<file path="src/rtl/serial_sub_pkg.sv">
// rtl/serial_sub_pkg.sv - shared types and sizing helper for the bit-serial subtractor
package serial_sub_pkg;

    typedef enum logic [1:0] {IDLE, RUN, DONE} sub_state_t;

    // Bit counter must be able to hold WIDTH itself
    function automatic int cnt_width(input int width);
        return $clog2(width + 1);
    endfunction

endpackage

</file>
<file path="src/rtl/serial_subtractor_if.sv">
// rtl/serial_subtractor_if.sv - request/result bundle for the bit-serial subtractor
interface serial_subtractor_if #(
    parameter int WIDTH = 8
);
    logic             start;
    logic [WIDTH-1:0] a;
    logic [WIDTH-1:0] b;
    logic             b_in;
    logic             busy;
    logic             done;
    logic [WIDTH-1:0] diff;
    logic             b_out;
    logic             ovf;

    modport master (
        output start, a, b, b_in,
        input  busy, done, diff, b_out, ovf
    );

    modport slave (
        input  start, a, b, b_in,
        output busy, done, diff, b_out, ovf
    );
endinterface

</file>
<file path="src/rtl/serial_subtractor_full_sub.sv">
// rtl/serial_subtractor_full_sub.sv - single-bit combinational full subtractor cell
module full_sub (
    input  logic x,
    input  logic y,
    input  logic bi,
    output logic d,
    output logic bo
);
    assign d  = x ^ y ^ bi;
    assign bo = (~x & y) | (~(x ^ y) & bi);
endmodule

</file>
<file path="src/rtl/serial_subtractor.sv">
// rtl/serial_subtractor.sv - LSB-first serial a - b - b_in through one full_sub cell
module serial_subtractor
    import serial_sub_pkg::*;
#(
    parameter int WIDTH = 8
) (
    input  logic                clk,
    input  logic                rst,
    serial_subtractor_if.slave  bus
);
    localparam int CW = cnt_width(WIDTH);

    sub_state_t       state, state_next;
    logic [WIDTH-1:0] a_sh, b_sh, r_sh, r_next;
    logic [WIDTH-1:0] diff_q;
    logic [CW-1:0]    cnt;
    logic             brw, a_msb, b_msb;
    logic             b_out_q, ovf_q;
    logic             d_bit, bo_bit;
    logic             accept, last_bit;

    full_sub u_full_sub (
        .x  (a_sh[0]),
        .y  (b_sh[0]),
        .bi (brw),
        .d  (d_bit),
        .bo (bo_bit)
    );

    // Result fills from the MSB end so the final bit lands everything in place
    generate
        if (WIDTH == 1) begin : g_r_one
            assign r_next = d_bit;
        end else begin : g_r_wide
            assign r_next = {d_bit, r_sh[WIDTH-1:1]};
        end
    endgenerate

    assign accept   = bus.start && (state != RUN);
    assign last_bit = (cnt == CW'(WIDTH - 1));

    always_comb begin
        state_next = state;
        case (state)
            IDLE:    if (bus.start) state_next = RUN;
            RUN:     if (last_bit)  state_next = DONE;
            DONE:    state_next = bus.start ? RUN : IDLE;
            default: state_next = IDLE;
        endcase
    end

    always_ff @(posedge clk) begin
        if (rst) begin
            state   <= IDLE;
            a_sh    <= '0;
            b_sh    <= '0;
            r_sh    <= '0;
            brw     <= 1'b0;
            a_msb   <= 1'b0;
            b_msb   <= 1'b0;
            cnt     <= '0;
            diff_q  <= '0;
            b_out_q <= 1'b0;
            ovf_q   <= 1'b0;
        end else begin
            state <= state_next;
            if (accept) begin
                a_sh  <= bus.a;
                b_sh  <= bus.b;
                brw   <= bus.b_in;
                a_msb <= bus.a[WIDTH-1];
                b_msb <= bus.b[WIDTH-1];
                cnt   <= '0;
            end else if (state == RUN) begin
                a_sh <= a_sh >> 1;
                b_sh <= b_sh >> 1;
                r_sh <= r_next;
                brw  <= bo_bit;
                cnt  <= cnt + CW'(1);
                if (last_bit) begin
                    diff_q  <= r_next;
                    b_out_q <= bo_bit;
                    ovf_q   <= (a_msb ^ b_msb) & (r_next[WIDTH-1] ^ a_msb);
                end
            end
        end
    end

    assign bus.busy  = (state == RUN);
    assign bus.done  = (state == DONE);
    assign bus.diff  = diff_q;
    assign bus.b_out = b_out_q;
    assign bus.ovf   = ovf_q;

endmodule
</file>
<file path="src/flat_wrapper.sv">
// flat-port wrapper written by rule: the top's interface ports become plain ports
module serial_subtractor_flat import serial_sub_pkg::*;
#(
    parameter int WIDTH = 8
)
  (clk, rst, bus_start, bus_a, bus_b, bus_b_in, bus_busy, bus_done, bus_diff, bus_b_out, bus_ovf);
  serial_subtractor_if #(.WIDTH(WIDTH)) bus_i ();
  input  logic clk;
  input  logic rst;
  input wire logic [$bits(bus_i.start)-1:0] bus_start;
  input wire logic [$bits(bus_i.a)-1:0] bus_a;
  input wire logic [$bits(bus_i.b)-1:0] bus_b;
  input wire logic [$bits(bus_i.b_in)-1:0] bus_b_in;
  output wire logic [$bits(bus_i.busy)-1:0] bus_busy;
  output wire logic [$bits(bus_i.done)-1:0] bus_done;
  output wire logic [$bits(bus_i.diff)-1:0] bus_diff;
  output wire logic [$bits(bus_i.b_out)-1:0] bus_b_out;
  output wire logic [$bits(bus_i.ovf)-1:0] bus_ovf;
  assign bus_i.start = bus_start;
  assign bus_i.a = bus_a;
  assign bus_i.b = bus_b;
  assign bus_i.b_in = bus_b_in;
  assign bus_busy = bus_i.busy;
  assign bus_done = bus_i.done;
  assign bus_diff = bus_i.diff;
  assign bus_b_out = bus_i.b_out;
  assign bus_ovf = bus_i.ovf;
  serial_subtractor #(.WIDTH(WIDTH)) u_core (.clk(clk), .rst(rst), .bus(bus_i));
endmodule
</file>
<file path="config.mk">
export PLATFORM = sky130hd
export DESIGN_NAME = serial_subtractor_flat
export DESIGN_NICKNAME = d
export VERILOG_FILES = /design/src/rtl/serial_sub_pkg.sv /design/src/rtl/serial_subtractor_if.sv /design/src/rtl/serial_subtractor_full_sub.sv /design/src/rtl/serial_subtractor.sv /design/src/flat_wrapper.sv
export SDC_FILE = /design/constraint.sdc
export NUM_CORES = 1
export LEC_CHECK = 0
export ABC_AREA = 1
export BUFFER_PORTS_ARGS = -buffer_cell sky130_fd_sc_hd__buf_2
export CELL_PAD_IN_SITES_DETAIL_PLACEMENT = 1
export CELL_PAD_IN_SITES_GLOBAL_PLACEMENT = 2
export CORE_MARGIN = 2
export CORE_UTILIZATION = 30
export DETAILED_ROUTE_END_ITERATION = 16
export GPL_ROUTABILITY_DRIVEN = 0
export PLACE_DENSITY_LB_ADDON = 0.1
export SLEW_MARGIN = 10
export SYNTH_ARGS = -nofsm -noshare
export SYNTH_HDL_FRONTEND = slang
export SYNTH_SLANG_ARGS = --single-unit
export TNS_END_PERCENT = 100
</file>
<file path="constraint.sdc">
create_clock -name clk -period 1.67 [get_ports clk]
set_input_delay 0.334 -clock clk [delete_from_list [all_inputs] [get_ports clk]]
set_output_delay 0.334 -clock clk [all_outputs]
set_load 0.02 [all_outputs]
</file>
==> summary.txt <==
Outcome
  – Outcome: completed

Drt
  – DR iter-0 viols: 56
  – DRC: 0
  – Post-DR wirelength/cell: 12.3 um
  – Routed wire length: 4440 um
  – Detail Route Antenna Nets: 0
  – Vias/cell: 4.61
  – Vias: 1659
  – DRT Pass-1 Iters: 4

STA
  – Tmin final: 1.50 ns
  – Worst-case headroom to the max-slew limit: 0.724
  – Setup TNS Final: 0 ns
  – Final Cycle Share: 0.898
  – RSZ-0062 raised after global routing: false
  – Actual slew at the worst max-slew pin: 0.413 ns
  – Setup violators final: 0
  – Max Clk Rate: 667 MHz
  – Final slew viol count: 0
  – Final Hold Fails: 0
  – Final Skew: 0.00669 ns

Clock tree
  – CTS root buffer: clkbuf_8
  – Clk sinks: 42
  – # H-tree levels: 2
  – CTS resizes: 0
  – Post-CTS Hold Buffers: 0
  – Post-CTS setup buffers: 0
  – Worst-path clk slew: 0.08 ns
  – Clk buf depth: 2
  – Clock Latency Late Sink: 0.30 ns
  – CTS tree: built
  – CTS Buf Count: 5

Worst setup path
  – CP startpoint: u_core.state[0]$_SDFFE_PP0P_
  – FF-to-FF Start: u_core.cnt[0]$_SDFFE_PP0N_
  – CP startpoint kind: flop
  – Reg2reg end: u_core.bus.ovf$_SDFFE_PP0P_
  – Crit path max fanout: 7
  – Crit. End Element: output port
  – Worst-case reg-to-reg path depth: 7
  – Crit path DAT: 1.16 ns
  – Reg-to-reg slack, setup: 0.31 ns
  – Required time of the critical path: 1.34 ns
  – Setup CP Type: flop to output port

GRT
  – Pin count of the biggest net entering global routing: 21
  – Initial antenna violation count: 0
  – GRT Total Usage: 0.151
  – GRT overflow: 0
  – First-pass GRT wire length: 7500 um
  – Number of global-route vias before repair: 1573

Yosys
  – Yosys warns: 0
  – Syn Nets: 273
  – Distinct cells, synth: 18
  – Yosys reg bits: 42
  – Mapped Cells: 251
  – Syn Area/Cell: 7.18 um^2
  – Seq/Total Area, Yosys: 0.467
  – Synth Cell Area: 1800 um^2

Cells and area
  – Antenna diodes: 0
  – Commonest non-fill, non-tap cell in the layout: nand2_1
  – Most frequent cells in the layout: nand2_1, nand3_1, dfxtp_1, buf_2, nor2_1
  – Multi-input logic area: 782 um^2
  – Layout cells sized above 1: 0.193
  – Final nets: 306
  – Area growth from synthesis to layout: 19.0%
  – Reg area: 841 um^2
  – # fillers: 755

Hold path
  – Hold EP: u_core.b_sh[7]$_SDFFE_PP0P_
  – Hold WC Path Type: input port to flop
  – Hold Path Depth: 3
  – Hold_sp: bus_b[7]

Flow run
  – Maxcap violations: 0

Power and ir drop
  – Power per cell area: 941 nW/um^2
  – Total Power: 2.02 mW
  – Leak pwr: 1.08 nW
  – VDD IR-drop max: 0.309 mV

Floorplan
  – Io pins: 32
  – Starting density of the core: 0.308
  – Die height: 81.5 um
  – Row count: 28
  – Die Footprint: 6640 um^2
  – Core ar.: 5850 um^2
  – Chip Width: 81.5 um

Place
  – IO buf count: 31
  – DP Wirelength: 3110 um
state kept, by name, indices dropped and copies added (netlist names):
register          cells
u_core.r_sh           7
u_core.brw            1
u_core.bus.ovf        1
u_core.a_sh           8
u_core.a_msb          1
u_core.state          2
u_core.b_msb          1
u_core.b_sh           8
u_core.bus.diff       8
u_core.bus.b_out      1
u_core.cnt            4
worst max-delay path, cell delays in order, from the launching register on:
cell and delay [ns]:
dfxtp_1 0.39, inv_2 0.07, nor2_4 0.20, buf_2 0.21
through the flow:
step / hold slack, ns / setup WS, ns / util / std cells / cell area (um^2)
3_5_place_dp: 0.457 / 0.311 / 0.350 / 352 / 2050
4_1_cts: 0.279 / 0.135 / 0.367 / 360 / 2140
2_1_floorplan: 0.403 / 0.433 / - / 251 / 1800
5_1_grt: 0.279 / 0.0891 / 0.367 / 360 / 2140
3_3_place_gp: 0.454 / 0.321 / 0.350 / 352 / 2050
6_report: 0.287 / 0.171 / 0.367 / 360 / 2140
how the worst max path moves through the flow:
stage / endpoint / cells after the start
floorplan: u_core.bus.ovf$_SDFFE_PP0P_ / 7
global placement: u_core.cnt[0]$_SDFFE_PP0N_ / 5
detailed placement: u_core.bus.ovf$_SDFFE_PP0P_ / 7
CTS: bus_busy / 3
global route: bus_busy / 3
finish: bus_busy / 3
kinds of logic (layout without fill, tap and decap cells):
family / after synthesis / in the layout / synth area share
xor+xnor: 1 / 1 / 0.00486
buf+inv: 40 / 74 / 0.0993
compound gates: 17 / 17 / 0.0493
fa+ha+maj: 2 / 2 / 0.0181
flops: 42 / 42 / 0.467
simple gates: 149 / 149 / 0.362
power breakdown:
| group | switching [mW] | total (mW) | internal (mW) | leakage [nW] |
|---|---|---|---|---|
| clock | 0.355 | 0.687 | 0.332 | 0.0472 |
| sequential | 0.0290 | 1.08 | 1.05 | 0.343 |
| combinational | 0.155 | 0.253 | 0.0982 | 0.694 |
| total | 0.539 | 2.02 | 1.48 | 1.08 |
layout make-up:
type,instances,share of cell area
repair buffers,40,0.110
well taps,75,0.0438
clock buffers,6,0.0385
inverters,26,0.0455
flip-flops and latches,42,0.392
multi-input cells,169,0.365
clock inverters,2,0.00583
synth_stat cells:
cell type  instances  share of area
a21oi_1            3         0.0083
a21oi_2            1         0.0049
buf_2             11          0.031
buf_6              2          0.012
clkbuf_1           1         0.0021
dfxtp_1           42           0.47
fa_1               1          0.011
ha_1               1         0.0069
inv_1             23          0.048
inv_2              3         0.0062
nand2_1           61           0.13
nand2_2            1         0.0035
nand3_1           60           0.17
nor2_1            25          0.052
nor2_4             2          0.012
o21ai_0           10          0.028
o21ai_1            3         0.0083
xor2_1             1         0.0049
metal layers:
metal / vias up / GRT usage / part of all wire
met1: 775 / 0.209 / 0.52
met3: 7 / 0.0330 / 0.024
met4: 0 / 0.0661 / 0.018
li1: 858 / - / -
met5: - / 0 / 0
met2: 19 / 0.224 / 0.44
No activity file was read; power rests on OpenSTA's default activity.
